[src/rtl/fp_issue_sequencer_pkg.sv]
`default_nettype none
// ============================================================================
// Module      : fp_seq_pkg
// Description : Shared types and constants for the FP issue sequencer:
//               FSM states, FPU operation encodings, funct7[6:2] op codes
//               and default FPU latencies.
// Revision    : 1.0 - initial release
// ============================================================================
package fp_seq_pkg;

  typedef enum logic [1:0] {
    IDLE = 2'd0,
    EXEC = 2'd1,
    WB   = 2'd2
  } state_t;

  typedef enum logic [1:0] {
    OP_ADD = 2'b00,
    OP_SUB = 2'b01,
    OP_MUL = 2'b10,
    OP_DIV = 2'b11
  } fpu_op_t;

  // funct7[6:2] values selecting each arithmetic operation
  localparam logic [4:0] c_f7_add = 5'b00000;
  localparam logic [4:0] c_f7_sub = 5'b00001;
  localparam logic [4:0] c_f7_mul = 5'b00010;
  localparam logic [4:0] c_f7_div = 5'b00011;

  // Default FPU timing
  localparam int c_add_lat     = 3;
  localparam int c_mul_lat     = 4;
  localparam int c_div_timeout = 32;
  localparam int c_cnt_w       = 6;

endpackage
`default_nettype wire

[src/rtl/fp_issue_sequencer_if.sv]
`default_nettype none
// ============================================================================
// Module      : fp_seq_if
// Description : Decode-side qualifiers, FPU handshake and FP register-file
//               write port of the FP issue sequencer.
// Revision    : 1.0 - initial release
// ============================================================================
interface fp_seq_if;
  import fp_seq_pkg::*;

  logic       instr_valid;
  logic       FP;
  logic       FPlw;
  logic       FPsw;
  logic       FP16;
  logic [6:0] funct7;
  logic [4:0] rd;
  logic       fpu_done;

  logic       fpu_start;
  fpu_op_t    fpu_op;
  logic       fpu_half;
  logic       stall;
  logic       fp_we;
  logic [4:0] fp_wa;
  logic       busy;
  logic       illegal;
  logic       timeout;

  // Controller / FPU side
  modport master (
    output instr_valid, FP, FPlw, FPsw, FP16, funct7, rd, fpu_done,
    input  fpu_start, fpu_op, fpu_half, stall, fp_we, fp_wa, busy, illegal, timeout
  );

  // Sequencer side
  modport slave (
    input  instr_valid, FP, FPlw, FPsw, FP16, funct7, rd, fpu_done,
    output fpu_start, fpu_op, fpu_half, stall, fp_we, fp_wa, busy, illegal, timeout
  );

endinterface
`default_nettype wire

[src/rtl/fp_issue_sequencer_op_decode.sv]
`default_nettype none
// ============================================================================
// Module      : fp_op_decode
// Description : Combinational decode of funct7[6:2] into FPU op, legality,
//               variable-latency flag and fixed latency in cycles.
// Revision    : 1.0 - initial release
// ============================================================================
module fp_op_decode
  import fp_seq_pkg::*;
#(
  parameter int CNT_W   = c_cnt_w,
  parameter int ADD_LAT = c_add_lat,
  parameter int MUL_LAT = c_mul_lat
) (
  input  logic [4:0]       i_code,
  output fpu_op_t          o_op,
  output logic             o_legal,
  output logic             o_is_var,
  output logic [CNT_W-1:0] o_lat
);

  // Map op code to operation; div has no fixed latency
  always_comb begin
    o_op     = OP_ADD;
    o_legal  = 1'b0;
    o_is_var = 1'b0;
    o_lat    = '0;
    case (i_code)
      c_f7_add: begin o_op = OP_ADD; o_legal = 1'b1; o_lat = CNT_W'(ADD_LAT); end
      c_f7_sub: begin o_op = OP_SUB; o_legal = 1'b1; o_lat = CNT_W'(ADD_LAT); end
      c_f7_mul: begin o_op = OP_MUL; o_legal = 1'b1; o_lat = CNT_W'(MUL_LAT); end
      c_f7_div: begin o_op = OP_DIV; o_legal = 1'b1; o_is_var = 1'b1; end
      default:  ;
    endcase
  end

endmodule
`default_nettype wire

[src/rtl/fp_issue_sequencer.sv]
`default_nettype none
// ============================================================================
// Module      : fp_issue_sequencer
// Description : Launches one FP arithmetic op at a time on a multi-cycle FPU,
//               stalls the pipeline while it runs, then issues a single FP
//               register-file write. fdiv waits on fpu_done with a timeout.
// Revision    : 1.0 - initial release
// ============================================================================
module fp_issue_sequencer
  import fp_seq_pkg::*;
#(
  parameter int ADD_LAT     = c_add_lat,
  parameter int MUL_LAT     = c_mul_lat,
  parameter int DIV_TIMEOUT = c_div_timeout,
  parameter int CNT_W       = c_cnt_w
) (
  input  logic    clk,
  input  logic    reset_n,
  fp_seq_if.slave bus
);

  state_t           r_state;
  state_t           w_next;
  fpu_op_t          r_op;
  logic             r_half;
  logic [4:0]       r_rd;
  logic             r_is_var;
  logic [CNT_W-1:0] r_cnt;
  logic             r_fpu_start;
  logic             r_illegal;
  logic             r_timeout;

  fpu_op_t          w_op;
  logic             w_legal;
  logic             w_is_var;
  logic [CNT_W-1:0] w_lat;
  logic             w_arith;
  logic             w_accept;
  logic             w_bad;
  logic             w_timeout;
  logic             w_unused;

  // Loads/stores and non-FP opcodes never enter the sequencer
  assign w_arith  = bus.instr_valid & bus.FP & ~bus.FPlw & ~bus.FPsw;
  assign w_accept = (r_state == IDLE) & w_arith & w_legal;
  assign w_bad    = (r_state == IDLE) & w_arith & ~w_legal;
  assign w_unused = ^bus.funct7[1:0];

  fp_op_decode #(
    .CNT_W   (CNT_W),
    .ADD_LAT (ADD_LAT),
    .MUL_LAT (MUL_LAT)
  ) u_decode (
    .i_code   (bus.funct7[6:2]),
    .o_op     (w_op),
    .o_legal  (w_legal),
    .o_is_var (w_is_var),
    .o_lat    (w_lat)
  );

  // Next state and timeout detection; fpu_done beats the timeout
  always_comb begin
    w_next    = r_state;
    w_timeout = 1'b0;
    case (r_state)
      IDLE: if (w_accept) w_next = EXEC;
      EXEC: begin
        if (r_is_var) begin
          if (bus.fpu_done) begin
            w_next = WB;
          end else if (r_cnt == CNT_W'(DIV_TIMEOUT - 1)) begin
            w_next    = IDLE;
            w_timeout = 1'b1;
          end
        end else if (r_cnt == '0) begin
          w_next = WB;
        end
      end
      WB:      w_next = IDLE;
      default: w_next = IDLE;
    endcase
  end

  // State register
  always_ff @(posedge clk or negedge reset_n) begin
    if (!reset_n) r_state <= IDLE;
    else          r_state <= w_next;
  end

  // Latched op context, cycle counter and single-cycle pulses
  always_ff @(posedge clk or negedge reset_n) begin
    if (!reset_n) begin
      r_op        <= OP_ADD;
      r_half      <= 1'b0;
      r_rd        <= '0;
      r_is_var    <= 1'b0;
      r_cnt       <= '0;
      r_fpu_start <= 1'b0;
      r_illegal   <= 1'b0;
      r_timeout   <= 1'b0;
    end else begin
      r_fpu_start <= w_accept;
      r_illegal   <= w_bad;
      r_timeout   <= w_timeout;
      if (w_accept) begin
        r_op     <= w_op;
        r_half   <= bus.FP16;
        r_rd     <= bus.rd;
        r_is_var <= w_is_var;
        r_cnt    <= w_is_var ? '0 : (w_lat - CNT_W'(1));
      end else if (r_state == EXEC) begin
        if (r_is_var)          r_cnt <= r_cnt + CNT_W'(1);
        else if (r_cnt != '0)  r_cnt <= r_cnt - CNT_W'(1);
      end
    end
  end

  // Stall is gated by reset so every output is quiet while reset is held
  assign bus.stall     = reset_n & (w_accept | (r_state == EXEC));
  assign bus.busy      = (r_state != IDLE);
  assign bus.fp_we     = (r_state == WB);
  assign bus.fp_wa     = r_rd;
  assign bus.fpu_start = r_fpu_start;
  assign bus.fpu_op    = r_op;
  assign bus.fpu_half  = r_half;
  assign bus.illegal   = r_illegal;
  assign bus.timeout   = r_timeout;

endmodule
`default_nettype wire

[src/flat_wrapper.sv]
// flat-port wrapper written by rule: the top's interface ports become plain ports
module fp_issue_sequencer_flat import fp_seq_pkg::*;
#(
  parameter int ADD_LAT     = c_add_lat,
  parameter int MUL_LAT     = c_mul_lat,
  parameter int DIV_TIMEOUT = c_div_timeout,
  parameter int CNT_W       = c_cnt_w
)
  (clk, reset_n, bus_instr_valid, bus_FP, bus_FPlw, bus_FPsw, bus_FP16, bus_funct7, bus_rd, bus_fpu_done, bus_fpu_start, bus_fpu_op, bus_fpu_half, bus_stall, bus_fp_we, bus_fp_wa, bus_busy, bus_illegal, bus_timeout);
  fp_seq_if bus_i ();
  input  logic clk;
  input  logic reset_n;
  input wire logic [$bits(bus_i.instr_valid)-1:0] bus_instr_valid;
  input wire logic [$bits(bus_i.FP)-1:0] bus_FP;
  input wire logic [$bits(bus_i.FPlw)-1:0] bus_FPlw;
  input wire logic [$bits(bus_i.FPsw)-1:0] bus_FPsw;
  input wire logic [$bits(bus_i.FP16)-1:0] bus_FP16;
  input wire logic [$bits(bus_i.funct7)-1:0] bus_funct7;
  input wire logic [$bits(bus_i.rd)-1:0] bus_rd;
  input wire logic [$bits(bus_i.fpu_done)-1:0] bus_fpu_done;
  output wire logic [$bits(bus_i.fpu_start)-1:0] bus_fpu_start;
  output wire logic [$bits(bus_i.fpu_op)-1:0] bus_fpu_op;
  output wire logic [$bits(bus_i.fpu_half)-1:0] bus_fpu_half;
  output wire logic [$bits(bus_i.stall)-1:0] bus_stall;
  output wire logic [$bits(bus_i.fp_we)-1:0] bus_fp_we;
  output wire logic [$bits(bus_i.fp_wa)-1:0] bus_fp_wa;
  output wire logic [$bits(bus_i.busy)-1:0] bus_busy;
  output wire logic [$bits(bus_i.illegal)-1:0] bus_illegal;
  output wire logic [$bits(bus_i.timeout)-1:0] bus_timeout;
  assign bus_i.instr_valid = bus_instr_valid;
  assign bus_i.FP = bus_FP;
  assign bus_i.FPlw = bus_FPlw;
  assign bus_i.FPsw = bus_FPsw;
  assign bus_i.FP16 = bus_FP16;
  assign bus_i.funct7 = bus_funct7;
  assign bus_i.rd = bus_rd;
  assign bus_i.fpu_done = bus_fpu_done;
  assign bus_fpu_start = bus_i.fpu_start;
  assign bus_fpu_op = bus_i.fpu_op;
  assign bus_fpu_half = bus_i.fpu_half;
  assign bus_stall = bus_i.stall;
  assign bus_fp_we = bus_i.fp_we;
  assign bus_fp_wa = bus_i.fp_wa;
  assign bus_busy = bus_i.busy;
  assign bus_illegal = bus_i.illegal;
  assign bus_timeout = bus_i.timeout;
  fp_issue_sequencer #(.ADD_LAT(ADD_LAT), .MUL_LAT(MUL_LAT), .DIV_TIMEOUT(DIV_TIMEOUT), .CNT_W(CNT_W)) u_core (.clk(clk), .reset_n(reset_n), .bus(bus_i));
endmodule
[config.mk]
export PLATFORM = sky130hd
export DESIGN_NAME = fp_issue_sequencer_flat
export DESIGN_NICKNAME = d
export VERILOG_FILES = /design/src/rtl/fp_issue_sequencer_pkg.sv /design/src/rtl/fp_issue_sequencer_if.sv /design/src/rtl/fp_issue_sequencer_op_decode.sv /design/src/rtl/fp_issue_sequencer.sv /design/src/flat_wrapper.sv
export SDC_FILE = /design/constraint.sdc
export NUM_CORES = 1
export LEC_CHECK = 0
export BUFFER_PORTS_ARGS = -buffer_cell sky130_fd_sc_hd__buf_2
export CAP_MARGIN = 25
export CELL_PAD_IN_SITES_DETAIL_PLACEMENT = 0
export CELL_PAD_IN_SITES_GLOBAL_PLACEMENT = 1
export CORE_MARGIN = 10
export CORE_UTILIZATION = 34
export CTS_BUF_LIST = sky130_fd_sc_hd__clkbuf_16
export DETAILED_ROUTE_END_ITERATION = 8
export GPL_ROUTABILITY_DRIVEN = 0
export GPL_TIMING_DRIVEN = 0
export PLACE_DENSITY_LB_ADDON = 0.1
export SETUP_SLACK_MARGIN = 0.02
export SLEW_MARGIN = 20
export SYNTH_ARGS = -nofsm -noshare
export SYNTH_HDL_FRONTEND = slang
export SYNTH_SLANG_ARGS = --single-unit
export TNS_END_PERCENT = 30
[constraint.sdc]
create_clock -name clk -period 2.2 [get_ports clk]
set_clock_uncertainty 0.15 [all_clocks]
set_input_delay 0.55 -clock clk [delete_from_list [all_inputs] [get_ports clk]]
set_output_delay 0.55 -clock clk [all_outputs]
set_load 0.02 [all_outputs]
# After elaboration in Yosys (flattened, before gate mapping)
# Cells that the tools add are included.
[word_totals]
reg_bits = 20
wordCells = 62
[classes]
addsub = 3
eq_ne = 9
n_mux = 19
bitwise_logic = 11
reduce_logical = 11
[op_table]
columns = ["cell", "n"]
rows = [
  ["6-bit two-way mux", 5],
  ["5-bit by 2-bit == test with 1-bit output, second input constant", 2],
  ["2-bit two-way mux", 5],
  ["1-bit AND", 7],
  ["6-bit by 1-bit adder with 6-bit output, second input constant", 1],
  ["6-bit by 5-bit == test with 1-bit output, second input constant", 1],
  ["6-bit logical NOT", 1],
  ["1-bit two-way mux", 6],
  ["2-bit case mux with 3 select lines", 1],
  ["3-bit case mux with 2 select lines", 1],
  ["6-bit nonzero test", 1],
  ["6-bit by 1-bit subtractor with 6-bit output, second input constant", 1],
  ["5-bit by 1-bit == test with 1-bit output, second input constant", 1],
  ["5-bit logical NOT", 1],
  ["4-bit != test, second input constant", 1],
  ["2-bit case mux with 2 select lines", 1],
  ["2-bit nonzero test", 2],
  ["4-bit OR reduction", 1],
  ["3-bit by 1-bit subtractor with 4-bit output, second input constant", 1],
  ["3-bit by 1-bit != test with 1-bit output, second input constant", 1],
  ["1-bit inverter", 3],
  ["3-bit AND reduction", 1],
  ["3-bit nonzero test", 1],
  ["2-bit by 1-bit == test with 1-bit output, second input constant", 1],
  ["6 further kinds", 6],
]

# Logic depth before layout (Yosys ltp)
# Gate-level depths: netlist of run 1.
[depth]
word_depth = 7
ltp_mapped = 8

# By module
# Synthesis of run 1 repeated with hierarchy kept, for this count alone.
[hier_totals]
hier_cells = 142
hier_area_um2 = 1277.5
[modules_own_cells]
columns = ["mod", "instances", "cells_per_inst", "area_per_inst_um2", "seq_area_each_um2"]
rows = [
  ["fp_issue_sequencer", 1, 131, 1197.4, 500.5],
  ["fp_op_decode", 1, 11, 80.1, 0.0],
]

# Worst setup path after synthesis of run 1
# OpenSTA, ideal clock, no wires.
[synth_path]
path_type = "flip-flop to output port"
startpoint = "register u_core.r_state[1]"
endpoint = "output bus_stall"
arrival_time_ps = 1970
slack_ps = -470
path_stages_with_launch = 6
cell_sequence = "dfrtp_1 -> or2_1 -> or4_4 -> nand2b_4 -> buf_6 -> a21boi_0"
[synth_between]
elab_chain_len = 5
word_cells_on_any_way = 6
classes_between = "1 x eq/ne; 4 x bitwise; 1 x reduce/logical"
[synth_rtl]
columns = ["item", "line", "text"]
rows = [
  ["start, declared", "fp_issue_sequencer.sv:22", "state_t r_state;"],
  ["start signal, assigned", "fp_issue_sequencer.sv:87", "else r_state <= w_next;"],
  ["2-bit logical NOT", "fp_issue_sequencer.sv:45", "assign w_accept = (r_state == IDLE) & w_arith & w_legal;"],
  ["1-bit AND (2 in a row)", "fp_issue_sequencer.sv:45", ""],
  ["1-bit OR (*)", "fp_issue_sequencer.sv:119", "assign bus.stall = reset_n & (w_accept | (r_state == EXEC));"],
  ["1-bit AND (*)", "fp_issue_sequencer.sv:119", ""],
  ["end, declared", "flat_wrapper.sv:24", "output wire logic [$bits(bus_i.stall)-1:0] bus_stall;"],
]
# Mark *: on every way between the ends. The rest lies on a longest branch, timed or not.

# Worst setup path in the final report of run 1
# Same ends and word-level chain as after synthesis.

==> results of run 1 <==
-- where the power goes --
group	internal [W]	leakage, nW	switching (W)	total (W)
Clock	0.000242	0.0385	0.000131	0.000373
Sequential	0.000449	0.258	0.0000971	0.000546
Combinational	0.000262	0.434	0.000285	0.000547
Total	0.000953	0.730	0.000513	0.00147
-- cell type report --
type                       count  area, sq um  area share
sequential                    20          502       0.345
clock inverter                 1         3.75     0.00258
buffer                         3         26.3      0.0181
multi-input combinational     91          602       0.414
timing repair buffer          32          169       0.116
tap                           44         55.1      0.0379
inverter                       2         20.0      0.0138
clock buffer                   3         75.1      0.0517
-- synthesized netlist by cell type (2+ instances only) --
cell / count / area, sq um
nand2_1: 29 / 109
dfrtp_1: 20 / 500
a21oi_1: 6 / 30.0
ha_1: 6 / 75.1
nor2_1: 6 / 22.5
o21ai_0: 6 / 30.0
nand2b_1: 4 / 25.0
a21o_1: 3 / 22.5
nor3_1: 3 / 15.0
xnor2_1: 3 / 26.3
a211oi_1: 2 / 15.0
nor3b_1: 2 / 15.0
-- metrics by stage --
| step | TNS (ns) | power, W | cell area, sq um |
|---|---|---|---|
| after floorplan | -0.112 | 0.000959 | 1150 |
| after global placement | -0.516 | 0.00109 | 1360 |
| after detailed placement | -0.772 | 0.00110 | 1360 |
| after CTS | -0.338 | 0.00149 | 1450 |
| after global routing | -0.475 | 0.00160 | 1450 |
| final | -0.311 | 0.00147 | 1450 |
-- sequential cells by signal, indices dropped and copies added, names as in the netlist, 2 cells and up --
signal,cells
u_core.bus.fp_wa,5
u_core.bus.fpu_op,2
u_core.r_state,2
u_core.r_cnt,6
-- layer usage --
metal,vias up,GRT usage,routed length [microns]
met4,0,0.0219,14
met1,441,0.117,1200
met2,23,0.148,1280
li1,476,-,-
met3,2,0.0357,155
met5,-,0,0
-- path summary, 6_finish.rpt --
check	cells after the start	to	slack, ns	from
max in group asynchronous	1	u_core.r_is_var	1.46	reset_n
max	5	bus_stall	-0.31	u_core.r_state[1]
min	1	u_core.bus.illegal	0.09	reset_n
min reg2reg	2	u_core.bus.fp_wa[0]	0.32	u_core.bus.fp_wa[0]
min in group clk	2	u_core.bus.fp_wa[0]	0.32	u_core.bus.fp_wa[0]
max reg2reg	7	u_core.r_cnt[5]	0.06	u_core.r_is_var
-- cell families (layout without fill, tap and decap cells) --
| group | Yosys count | count (layout) |
|---|---|---|
| adder cells (fa/ha/maj) | 7 | 7 |
| buffers and inverters | 6 | 41 |
| multiplexers | 1 | 1 |
| XOR/XNOR | 3 | 3 |
| AO/OA/AOI/OAI | 25 | 25 |
| AND/OR/NAND/NOR | 55 | 55 |
| flip-flops | 20 | 20 |
-- layout by cell type (no fill, tap or decap), types with 2 or more instances in the layout --
cell type   n
a211oi_1    2
a21o_1      3
a21oi_1     5
a21oi_2     2
buf_2      30
buf_4       2
clkbuf_16   3
dfrtp_1    19
ha_1        6
nand2_1    29
nand2b_1    4
nor2_1      6
nor3_1      2
nor3b_1     2
o21ai_0     6
xnor2_1     3
-- what timing repair did --
item,in CTS,in global routing
resized for setup,4,1
endpoints found under the hold margin,0,0
setup endpoints to repair,2,3
cloned,0,0
buffers inserted,1,0
==> results by group, run 1 <==
Status
  • Outcome: complete, but fails checks
  • Failing checks: setup timing

GRT
  • First-pass GRT wire length: 4.73 mm
  • Largest net degree at the start of global routing: 22
  • Antenna violations before repair: 0
  • Vias in the first global route: 986
  • Total gr overflow: 0
  • GRT Overall Usage: 0.0936

Setup path
  • Path type of the worst setup path: reg -> out
  • Worst setup SP type: flop
  • Slowest stage delay, CP: 0.49 ns
  • Crit-path max FO: 3
  • Worst EP required: 1.50 ns
  • Worst path slowest cell: or4_4
  • Worst Setup End Kind: primary output
  • Worst path cell trace: or2_4, or4_4, nand2b_4, a21boi_4, buf_6
  • Top delay family on crit path: simple AND/OR/NAND/NOR gates
  • Critical Path AT: 1.81 ns
  • CP bufs+invs: 1

Layout
  • Final Util: 0.464
  • Final Non-Filler Cells: 196
  • P&R area growth vs syn: 27.7%
  • Nets: 180
  • FILL cells: 312
  • Layout cells sized above 1: 0.322
  • Ant. Diodes: 0

Clock tree
  • Quantity of hold-fixing buffers added after cts: 0
  • Clock tree sinks: 20
  • Clock Latency Late Sink: 0.25 ns
  • # H-tree levels: 1
  • Root buf cell: clkbuf_16
  • CTS tree: done
  • CTS Buf Count: 3
  • Clk slew on worst S/H paths: 0.06 ns
  • CTS max path bufs: 2

Yosys
  • Mapped Area: 1140 sq um
  • Async set-or-reset flop fraction in the synthesized netlist: 1.00
  • Adder-cell share of the synthesized area: 0.0836
  • Post-synth EDFFs: 0
  • Combinational family with the most area after synthesis: simple AND/OR/NAND/NOR gates
  • Netlist cell types: 39
  • Primary FF master, synth: dfrtp_1
  • Syn_nets: 144
  • Mux contribution to synthesized area: 0.00880
  • Simple-Gate Fraction of Synth Area: 0.239
  • Warnings from Yosys: 0
  • Cell count after synthesis: 117
  • Complex-gate fraction of the synthesized area: 0.155
  • Sequential area share after synthesis: 0.440
  • Post-Synth XOR/XNOR Area: 0.0231
  • Synthesized flop and latch total: 20
  • Syn_area_per_cell: 9.72 sq um

STA
  • PnR worst setup slack: -0.311 ns
  • Hold Vio Cnt, Final: 0
  • Final Cycle Share: 1.14
  • Fin. max-slew vios: 0
  • Hold slack: 0.0925 ns
  • Max Clk Rate: 398 MHz
  • Final setup viols: 1
  • Max-slew headroom: 0.632
  • RSZ-0062 raised after global routing: yes
  • Min cycle time layout: 2.51 ns
  • Slew at the pin with the worst max-slew slack: 0.547 ns

Floorplanning
  • Row Count: 20
  • Core area: 3130 sq um
  • Die H: 77.8 microns
  • Die area: 6060 sq um
  • Initial Util: 0.364
  • # IOs: 34
  • Die Wd: 77.8 microns

Drt
  • Routed Antenna Nets: 0
  • Final wirelength: 2.66 mm
  • WL per Instance: 13.5 microns
  • Via Count: 942
  • Vias per cell: 4.81
  • DRC: 0
  • Pre-Repair DR Iteration Count: 4
  • 1st-iter DRT viols: 28

Placement
  • Port Buf Inserts: 31
  • Dpl ws: -0.286 ns
  • Post-Place Cells: 192
  • Dpl hpwl: 2.06 mm

Pwr
  • PwrDens: 1010 nW/um^2
  • Maximum vdd drop: 622 uV
  • Leak: 0.730 nW

Hold path
  • HP Class: in -> async

Flow run
  • Max Cap Viol: 0
No activity file was read; power rests on OpenSTA's default activity.
==> run 2, diff against run 1 <==
CORE_ASPECT_RATIO = 0.5   (was unset)
CTS_CLUSTER_SIZE = 14   (was unset)
==> results by group, run 2 (synthesis results as in run 1) <==
Status
  • Outcome: complete, but fails checks
  • Failing checks: setup timing

Clock tree
  • Root buf cell: clkbuf_16
  • # H-tree levels: 1 (unchanged)
  • Clock tree sinks: 20 (unchanged)
  • CTS tree: done
  • CTS max path bufs: 2 (unchanged)
  • Clk slew on worst S/H paths: 0.06 ns (about the same)
  • Quantity of hold-fixing buffers added after cts: 0 (unchanged)
  • CTS Buf Count: 3 (unchanged)
  • Clock Latency Late Sink: 0.25 ns (about the same)

GRT
  • Largest net degree at the start of global routing: 22 (unchanged)
  • Vias in the first global route: 970 (-1.6%)
  • Antenna violations before repair: 0 (unchanged)
  • First-pass GRT wire length: 4.64 mm (-1.9%)
  • GRT Overall Usage: 0.0951 (+0.00145)
  • Total gr overflow: 0 (unchanged)

STA
  • Final setup viols: 1 (unchanged)
  • TNS Setup: -0.228 ns (+0.0831 ns)
  • Hold Vio Cnt, Final: 0 (unchanged)
  • RSZ-0062 raised after global routing: yes
  • Max Clk Rate: 412 MHz (+3.4%)
  • Slew at the pin with the worst max-slew slack: 0.513 ns (-0.0341 ns)
  • Min cycle time layout: 2.43 ns (-0.0831 ns)
  • Hold slack: 0.101 ns (+0.00816 ns)
  • Fin. max-slew vios: 0 (unchanged)
  • PnR worst setup slack: -0.228 ns (+0.0831 ns)
  • Max-slew headroom: 0.655 (+0.0229)
  • Final Cycle Share: 1.10 (-0.0378)

Drt
  • Via Count: 920 (-2.3%)
  • Final wirelength: 2.76 mm (+4.0%)
  • Vias per cell: 4.74 (-1.3%)
  • WL per Instance: 14.2 microns (+5.1%)
  • Uppermost layer routed: met4
  • Routed Antenna Nets: 0 (unchanged)
  • Met2 wire length: 1.18 mm (-8.3%)
  • 1st-iter DRT viols: 23 (-18%)
  • DRT met1 WL: 1.38 mm (+14%)
  • Pre-Repair DR Iteration Count: 4 (unchanged)
  • Met3 WL: 198 microns (+28%)
  • DRC: 0 (unchanged)

Layout
  • Ant. Diodes: 0 (unchanged)
  • Biggest register: u_core.r_cnt
  • Finished Cell Area: 1470 sq um (+0.95%)
  • Max FFs per register: 6 (unchanged)
  • Commonest non-fill, non-tap cell in the layout: buf_2
  • Layout cells sized above 1: 0.338 (+0.0153)
  • Most frequent cells in the layout: 30 x buf_2, 29 x nand2_1, 19 x dfrtp_1
  • Nets: 182 (+1.1%)
  • P&R area growth vs syn: 28.9%
  • Final Non-Filler Cells: 194 (-1.0%)

Floorplanning
  • Row Count: 14 (-30%)
  • Die H: 60.9 microns (-22%)
  • Initial Util: 0.367 (+0.00323)
  • Die area: 6200 sq um (+2.3%)
  • Core area: 3100 sq um (-0.88%)
  • Die Wd: 102 microns (+31%)
  • # IOs: 34 (unchanged)

Pwr
  • PwrDens: 1020 nW/um^2 (+0.74%)
  • Maximum vdd drop: 440 uV (-29%)
  • Leak: 0.741 nW (+1.5%)
  • Overall power: 0.00149 W (+1.7%)

Setup path
  • Worst setup SP type: flop
  • Path type of the worst setup path: reg -> out
  • Critical Path AT: 1.73 ns (-0.08 ns)
  • Crit-path max FO: 3 (unchanged)
  • Worst EP required: 1.50 ns (about the same)
  • Worst Setup End Kind: primary output
  • R2R depth: 7 (unchanged)

Hold path
  • HP Class: in -> async

Flow run
  • Max Cap Viol: 0 (unchanged)

Placement
  • Port Buf Inserts: 31 (unchanged)
  • Dpl hpwl: 2.05 mm (-0.41%)
  • Post-Place Cells: 188 (-2.1%)
  • Placement Cell Area: 1360 sq um (-0.37%)
==> run 2: what timing repair did <==
item                                    4_1_cts  5_1_grt
endpoints found under the setup margin        2        5
pin swaps                                     3        1
setup buffers                                 2        1
resized for setup                             3        4
==> run 2: through the flow <==
stage          utilization  worst slack, ns
2_1_floorplan            -           -0.112
3_3_place_gp         0.437           -0.274
3_5_place_dp         0.437           -0.278
4_1_cts              0.467           -0.273
5_1_grt              0.473           -0.287
6_report             0.473           -0.228
==> run 2: worst paths after layout <==
kind	end	slack, ns	start
max reg2reg	u_core.r_cnt[3]	0.12	u_core.r_state[1]
min	u_core.bus.fp_wa[2]	0.10	reset_n
min reg2reg	u_core.bus.fp_wa[3]	0.32	u_core.bus.fp_wa[3]
min in group clk	u_core.bus.fp_wa[3]	0.32	u_core.bus.fp_wa[3]
max	bus_stall	-0.23	u_core.r_state[1]
max in group asynchronous	u_core.r_is_var	1.44	reset_n
==> run 2: final cells by class <==
class	count	area, sq um
plain buffers	3	30.0
clock buffers	3	75.1
clock inverters	1	3.75
fillers	306	1630
inverters	2	20.0
multi-input cells	91	602
flip-flops and latches	20	502
well taps	40	50.0
repair buffers	34	184
==> run 2: where the power goes <==
group / internal, W / switching [W]
registers: 0.000449 / 0.0000988
logic: 0.000271 / 0.000299
clock network: 0.000242 / 0.000130
==> run 2: worst max-delay path: stages (launching register included) <==
cell and delay [ns]:
dfrtp_1 0.39, or2_4 0.24, or4_4 0.42, nand2b_4 0.17, a21boi_4 0.13, buf_6 0.13
==> run 2: routing by layer <==
layer | up-vias | GRT usage
met3 | 2 | 0.0442
met2 | 25 | 0.148
met5 | - | 0
met4 | 0 | 0.0182
li1 | 481 | -
met1 | 412 | 0.119
